## src/rtl/soc_hash_stream.sv

```systemverilog
// Streaming front-end for the Ascon hash core: packs W-bit lanes into padded R-bit blocks and streams the L-bit digest back out.
// Optional message bit counter output msg_bits is enabled by defining SOC_HASH_LEN_CNT_EN.
module soc_hash_stream #(
    parameter int R = 64,
    parameter int L = 256,
    parameter int W = 8
) (
    input  logic         clk,
    input  logic         rst,
    input  logic [W-1:0] in_data,
    input  logic         in_valid,
    input  logic         in_last,
    output logic         in_ready,
    input  logic         empty_req,
    output logic [R-1:0] blk_data,
    output logic         blk_valid,
    output logic         blk_last,
    input  logic         blk_ready,
    input  logic [L-1:0] dig_data,
    input  logic         dig_valid,
    output logic [W-1:0] out_data,
    output logic         out_valid,
    output logic         out_last,
    input  logic         out_ready,
    output logic         busy
`ifdef SOC_HASH_LEN_CNT_EN
    ,
    output logic [31:0]  msg_bits
`endif
);
    localparam int N  = R / W;
    localparam int NO = L / W;
    localparam int KW = (N > 1) ? $clog2(N) : 1;
    localparam int JW = (NO > 1) ? $clog2(NO) : 1;
    localparam logic [W-1:0] PAD_LANE = {1'b1, {(W-1){1'b0}}};
    localparam logic [R-1:0] PAD_BLK  = {1'b1, {(R-1){1'b0}}};

    typedef enum logic [2:0] {IDLE, FILL, SEND, PAD, WAIT_DIG, OUT} state_t;

    state_t        state;
    logic [KW-1:0] k;
    logic [JW-1:0] j;
    logic          pad_pending;
    logic [L-1:0]  digest;
    logic [R-1:0]  blk_fill;
    logic          take;

    assign in_ready  = (state == IDLE) || (state == FILL);
    assign blk_valid = (state == SEND) || (state == PAD);
    assign out_valid = (state == OUT);
    assign out_last  = (state == OUT) && (j == JW'(NO - 1));
    assign out_data  = digest[L-1 -: W];
    assign busy      = (state != IDLE);
    assign take      = in_valid && in_ready;

    // Current lane inserted at k; lanes above it zeroed, with the pad lane right after a final lane.
    always_comb begin
        blk_fill = blk_data;
        for (int i = 0; i < N; i++) begin
            if (i == int'(k))
                blk_fill[R-1-i*W -: W] = in_data;
            else if (i > int'(k))
                blk_fill[R-1-i*W -: W] = (in_last && i == int'(k) + 1) ? PAD_LANE : '0;
        end
    end

    always_ff @(posedge clk) begin
        if (!rst) begin
            state       <= IDLE;
            k           <= '0;
            j           <= '0;
            pad_pending <= 1'b0;
            blk_data    <= '0;
            blk_last    <= 1'b0;
            digest      <= '0;
`ifdef SOC_HASH_LEN_CNT_EN
            msg_bits    <= '0;
`endif
        end else begin
            case (state)
                IDLE, FILL: begin
                    if (take) begin
                        blk_data <= blk_fill;
`ifdef SOC_HASH_LEN_CNT_EN
                        msg_bits <= (state == IDLE) ? 32'(W) : msg_bits + 32'(W);
`endif
                        if (k == KW'(N - 1)) begin
                            k           <= '0;
                            blk_last    <= 1'b0;
                            pad_pending <= in_last;
                            state       <= SEND;
                        end else if (in_last) begin
                            k        <= '0;
                            blk_last <= 1'b1;
                            state    <= SEND;
                        end else begin
                            k     <= k + KW'(1);
                            state <= FILL;
                        end
                    end else if (state == IDLE && empty_req) begin
                        blk_data <= PAD_BLK;
                        blk_last <= 1'b1;
`ifdef SOC_HASH_LEN_CNT_EN
                        msg_bits <= '0;
`endif
                        state    <= SEND;
                    end
                end
                SEND: begin
                    if (blk_ready) begin
                        if (pad_pending) begin
                            pad_pending <= 1'b0;
                            blk_data    <= PAD_BLK;
                            blk_last    <= 1'b1;
                            state       <= PAD;
                        end else if (blk_last) begin
                            state <= WAIT_DIG;
                        end else begin
                            state <= FILL;
                        end
                    end
                end
                PAD: begin
                    if (blk_ready)
                        state <= WAIT_DIG;
                end
                WAIT_DIG: begin
                    if (dig_valid) begin
                        digest <= dig_data;
                        j      <= '0;
                        state  <= OUT;
                    end
                end
                OUT: begin
                    // Digest shifts left so the presented lane is always the top W bits.
                    if (out_ready) begin
                        digest <= {digest[L-W-1:0], {W{1'b0}}};
                        if (j == JW'(NO - 1)) begin
                            j     <= '0;
                            state <= IDLE;
                        end else begin
                            j <= j + JW'(1);
                        end
                    end
                end
                default: state <= IDLE;
            endcase
        end
    end
endmodule

```

## config.mk

```make
export PLATFORM = sky130hd
export DESIGN_NAME = soc_hash_stream
export DESIGN_NICKNAME = d
export VERILOG_FILES = /design/src/rtl/soc_hash_stream.sv
export SDC_FILE = /design/constraint.sdc
export NUM_CORES = 1
export LEC_CHECK = 0
export ABC_AREA = 1
export CAP_MARGIN = 20
export CORE_ASPECT_RATIO = 1.75
export CORE_MARGIN = 2
export CORE_UTILIZATION = 40
export CTS_BUF_LIST = sky130_fd_sc_hd__clkbuf_8
export DETAILED_ROUTE_END_ITERATION = 10
export PLACE_DENSITY = 0.76
export SETUP_SLACK_MARGIN = 0.3
export SYNTH_ARGS = -nofsm -noshare
export SYNTH_HDL_FRONTEND = slang
export SYNTH_SLANG_ARGS = --single-unit
```

## constraint.sdc

```tcl
create_clock -name clk -period 3.3 [get_ports clk]
set_input_delay 0.495 -clock clk [delete_from_list [all_inputs] [get_ports clk]]
set_output_delay 0.495 -clock clk [all_outputs]
set_load 0.03 [all_outputs]
```

## Yosys cells after proc, flatten, opt, wreduce, memory -nomap -nowiden

Index checks and enable logic that the tools add are counted.

| word-level totals | value |
|---|---|
| ROM bits | 0 |
| latch bits | 0 |
| memories kept | 0 |
| input bits | 272 |
| word-level logic and storage cells | 153 |
| bits in registers | 333 |
| memory bits (writable) | 0 |
| output and inout bits | 78 |

| cells by class | value |
|---|---|
| $lt $le $gt $ge | 7 |
| add/subtract/negate cells | 3 |
| shifts and indexed selects | 0 |
| eq/ne operators | 39 |
| multiplexer cells | 59 |
| bitwise operators | 0 |
| multiply operators | 0 |
| divide/modulo/power cells | 0 |
| reductions and logical operators | 31 |

Operator list:

| cell | number |
|---|---|
| two-way mux 256 bit | 2 |
| case mux 256 bit (2 select lines) | 1 |
| two-way mux 64 bit | 4 |
| two-way mux 8 bit | 22 |
| case mux 64 bit (2 select lines) | 1 |
| == test 4 x 32 -> 1 bit (first input constant) | 3 |
| == test 3 x 32 -> 1 bit (first input constant) | 2 |
| AND reduction 5 bit | 9 |
| two-way mux 3 bit | 11 |
| == test 2 x 32 -> 1 bit (first input constant) | 1 |
| inequality test 4 bit (second input constant) | 8 |
| two-way mux 5 bit | 3 |
| case mux 3 bit (5 select lines) | 1 |
| == test 3 bit (first input constant) | 4 |
| greater-than comparator 3 bit (first input constant) | 4 |
| inequality test 2 bit (second input constant) | 6 |
| logical AND 1 bit | 10 |
| case mux 5 bit (2 select lines) | 1 |
| == test 3 bit (second input constant) | 3 |
| two-way mux 1 bit | 9 |
| == test 2 x 3 -> 1 bit (first input constant) | 2 |
| == test 3 x 2 -> 1 bit (second input constant) | 2 |
| greater-than comparator 2 x 3 -> 1 bit (first input constant) | 2 |
| logical NOT 3 bit | 2 |
| other kinds (20) | 26 |

## Depth between registers and ports, before layout

| depth | value |
|---|---|
| depth after elaboration | 8 |
| depth in mapped cells | 11 |

## Worst setup path before layout

OpenSTA, ideal clock, no wires.

| timing | value |
|---|---|
| kind | register to output |
| start point | register state[2] |
| end point | output port out_last |
| buffers on the path | 3 |
| cell stages (with the launch flop) | 6 |
| slack | 1.359 ns |
| data arrival time | 1.446 ns |
| cell sequence | dfxtp_1 > buf_4 > nand3_2 > buf_2 > buf_1 > nor2_1 |

| on the way | value |
|---|---|
| longest elaborated chain between the ends | 2 |

Ends and longest elaborated chain:

| element | line | text |
|---|---|---|
| from (decl) | 40 | `state_t state;` |
| from (signal assigned) | 69 | `state <= IDLE;` |
| from (signal assigned) | 91 | `state <= SEND;` |
| from (signal assigned) | 95 | `state <= SEND;` |
| == test 3 bit | 51 | `assign out_last = (state == OUT) && (j == JW'(NO - 1));` |
| logical AND 1 bit | 51 |  |
| to (decl) | 23 | `output logic out_last,` |

No other way between the ends.

## Worst setup path after layout

| timing | value |
|---|---|
| start point | register j[0] |
| end point | output port out_last |

| on the way | value |
|---|---|
| longest elaborated chain between the ends | 2 |

Ends and longest elaborated chain:

| element | line | text |
|---|---|---|
| from (decl) | 42 | `logic [JW-1:0] j;` |
| from (signal assigned) | 142 | `j <= j + JW'(1);` |
| == test 5 bit | 51 |  |
| logical AND 1 bit | 51 |  |

No other way between the ends.

==> flow_summary_export.csv <==
group,metric,value,unit
synthesis,synthSimpleGateAreaFrac,37.9,%
timing,slew_violations,0,
clocking,insertion_delay,0.59,ns
finish,fin_cells,3220,
synthesis,synth_xor_area_share,0.0566,%
critical_path,worstSetupPathType,"reg -> out",
clocking,cts_tree,"yes",
power,p_leak,0.00858,uW
worst_hold_path,hp-start,"rst",
critical_path,reg2reg_from,"state[0]",
detailed_routing,routed_wl,47900,um
clocking,ctsLongestPathBuffers,3,
place,io_buffers,349,
synthesis,avgSynthCellArea,6.34,um^2
grt,grt_use_met3,3.94,%
synthesis,ys_seq_area_share,43.1,%
detailed_routing,routed_via_density,4.93,
synthesis,syn_nets,2720,
critical_path,critPathLaunchType,"register",
timing,fin_crit_sh,86.8,%
floorplan,floorplan.initialDensity,40.4,%
detailed_routing,route.vias.total,15868,
critical_path,critPathRequiredTime,2.80,ns
synthesis,mappedNetlistArea,15500,um^2
synthesis,ys_types,27,
floorplan,io_pins,350,
power,ir_drop,0.000509,V
synthesis,synth_top_family_by_area,"simple AND/OR/NAND/NOR gates",
floorplan,dieHeight,264,um
synthesis,synthMuxAreaShare,0,%
detailed_routing,drc_errors,0,
synthesis,synthCells,2440,
finish,fin_area,20100,um^2
synthesis,ys_warn_count,0,
place,gp_congestion,0.897,
finish,syn_to_final_growth,30.0,%
floorplan,die_area,40300,um^2
floorplan,die_w,153,um
timing,slew_headroom,48.3,%
detailed_routing,first_pass_iters,5,
grt,busiest_layer,"met2",
timing,fin_tns_setup,0,ns
timing,finClkSkew,0.0263,ns
grt,gr-total-overflow,0,
grt,grt_pass1_wl,75500,um
detailed_routing,detail-route-antenna-nets,0,
clocking,numCtsBuffers,50,
clocking,clockRootBuffer,"clkbuf_8",
synthesis,synthAdderAreaFrac,0.647,%
synthesis,synth_compound_area_share,11.5,%
detailed_routing,post_drt_wl_per_cell,14.9,um
power,p_per_area,657,nW/um^2
finish,fin_nets,2976,
place,dp_cells,3128,
detailed_routing,drtIter0Drc,1010,
clocking,clock_sinks,333,
timing,worst_pin_slew,0.773,ns
grt,first_global_vias,15228,
synthesis,synth_area_leaders,"dfxtp_1 43%, nand2_1 22%, nor2_1 13%, o21ai_0 7.6%, a21oi_1 2.6%",
critical_path,worstPathArrival,2.37,ns
grt,grt_max_degree,139,
floorplan,core_area,38300,um^2
outcome,status,"completed",
finish,drive_gt1_share,4.65,%
timing,finalSetupViolations,0,
clocking,clk_pin_slew,0.06,ns
synthesis,ys_ff_latch,333,
floorplan,num_rows,95,
timing,max_freq,349,MHz
timing,rsz0062_at_grt,"false",
grt,grt_usage,22.6,%
synthesis,synth_top_area_share,43.1,%
run,maxCapViolations,0,
critical_path,cp_max_fo,3,
clocking,htree_levels,2,
power,power.total,13200,uW
place,dp_hpwl,32900,um
worst_hold_path,hold_path.class,"in -> reg",
critical_path,worstSetupEndpointType,"primary output",
synthesis,synth_top_cell_by_area,"dfxtp_1",
timing,finalCriticalPeriod,2.86,ns
grt,antenna_found_initial,3,
grt,gr-usage-met2,40.9,%
place,place_area,19000,um^2
timing,hold_viol,0,
critical_path,worstSetupStartpoint,"j[0]",
clocking,cts_hold_buf,0,
grt,use_met1,24.9,%
==> layer usage <==
layer | part of all wire [%] | vias to the layer above | wire length, um
li1 | - | 8086 | -
met4 | 4.8 | 0 | 2310
met5 | 0 | - | 0
met3 | 5.8 | 111 | 2800
met2 | 51 | 511 | 24400
met1 | 38 | 7160 | 18400
==> synthesized netlist by cell type (all sizes together) <==
master / number
dfxtp: 333
o21ai: 272
a21oi: 80
nand2: 904
nor3: 6
buf: 79
nand4: 6
ha: 8
nand3: 49
inv: 69
clkbuf: 86
xor2: 1
nor2: 546
nand3b: 1
==> area by class of cell <==
class,instances,area [um^2]
clock buffers,66,908
inverters,69,272
diodes,3,7.51
multi-input cells,1873,7770
clock inverters,22,129
repair buffers,369,3750
flip-flops and latches,333,6670
fillers,3797,18200
well taps,485,607
==> flip-flops by register name, indices dropped and copies added, names as in the netlist <==
| name | count |
|---|---|
| digest | 256 |
| blk_data | 64 |
| j | 5 |
| k | 3 |
| state | 3 |
| blk_last | 1 |
| pad_pending | 1 |
==> cells by family after synthesis <==
logic type,Yosys count
simple gates,1512
flops,333
compound gates,352
buf+inv,234
fa+ha+maj,8
xor+xnor,1
==> final timing paths <==
path	slack (ns)	cells after the start	endpoint
worst max register to register	0.97	6	digest[8]
worst min register to register	0.45	2	digest[129]
worst max-delay path	0.44	7	out_last
worst min-delay path	0.42	3	blk_data[47]
==> through the flow <==
step	worst slack [ns]	util [%]	hold WS (ns)
CTS	0.323	52.5	0.364
floorplan	1.36	-	0.425
global route	0.326	52.6	0.416
global placement	0.692	49.8	0.436
finish	0.436	52.6	0.418
detailed placement	0.643	49.8	0.442
==> cells in the final DEF (no fill, tap or decap), types with 9 or more instances in the layout <==
cell type	count
nand2_1	900
nor2_1	540
clkdlybuf4s50_1	346
dfxtp_1	331
o21ai_0	234
a21oi_1	79
inv_1	73
clkbuf_8	66
nand3_1	42
o21ai_1	38
buf_4	12
buf_12	9
==> critical path: stages, from the launching register on <==
cell and delay, ns:
dfxtp_1 0.38, ha_1 0.17, inv_1 0.07, nor3_1 0.21
ha_1 0.30, inv_1 0.06, nor2_1 0.10, dlygate4sd2_1 0.48
==> where the power goes <==
group | internal, uW | leakage [uW] | switching (uW) | total, uW
Sequential | 4930 | 0.00270 | 517 | 5450
Clock | 1870 | 0.000588 | 1620 | 3490
Combinational | 1600 | 0.00529 | 2660 | 4270
==> repair_timing <==
action / in CTS / in global routing
endpoints found under the setup margin: 2 / 1
cloned: 0 / 0
setup buffers: 0 / 0
gates resized for setup: 2 / 1
Power figures use the tool's default switching activity.
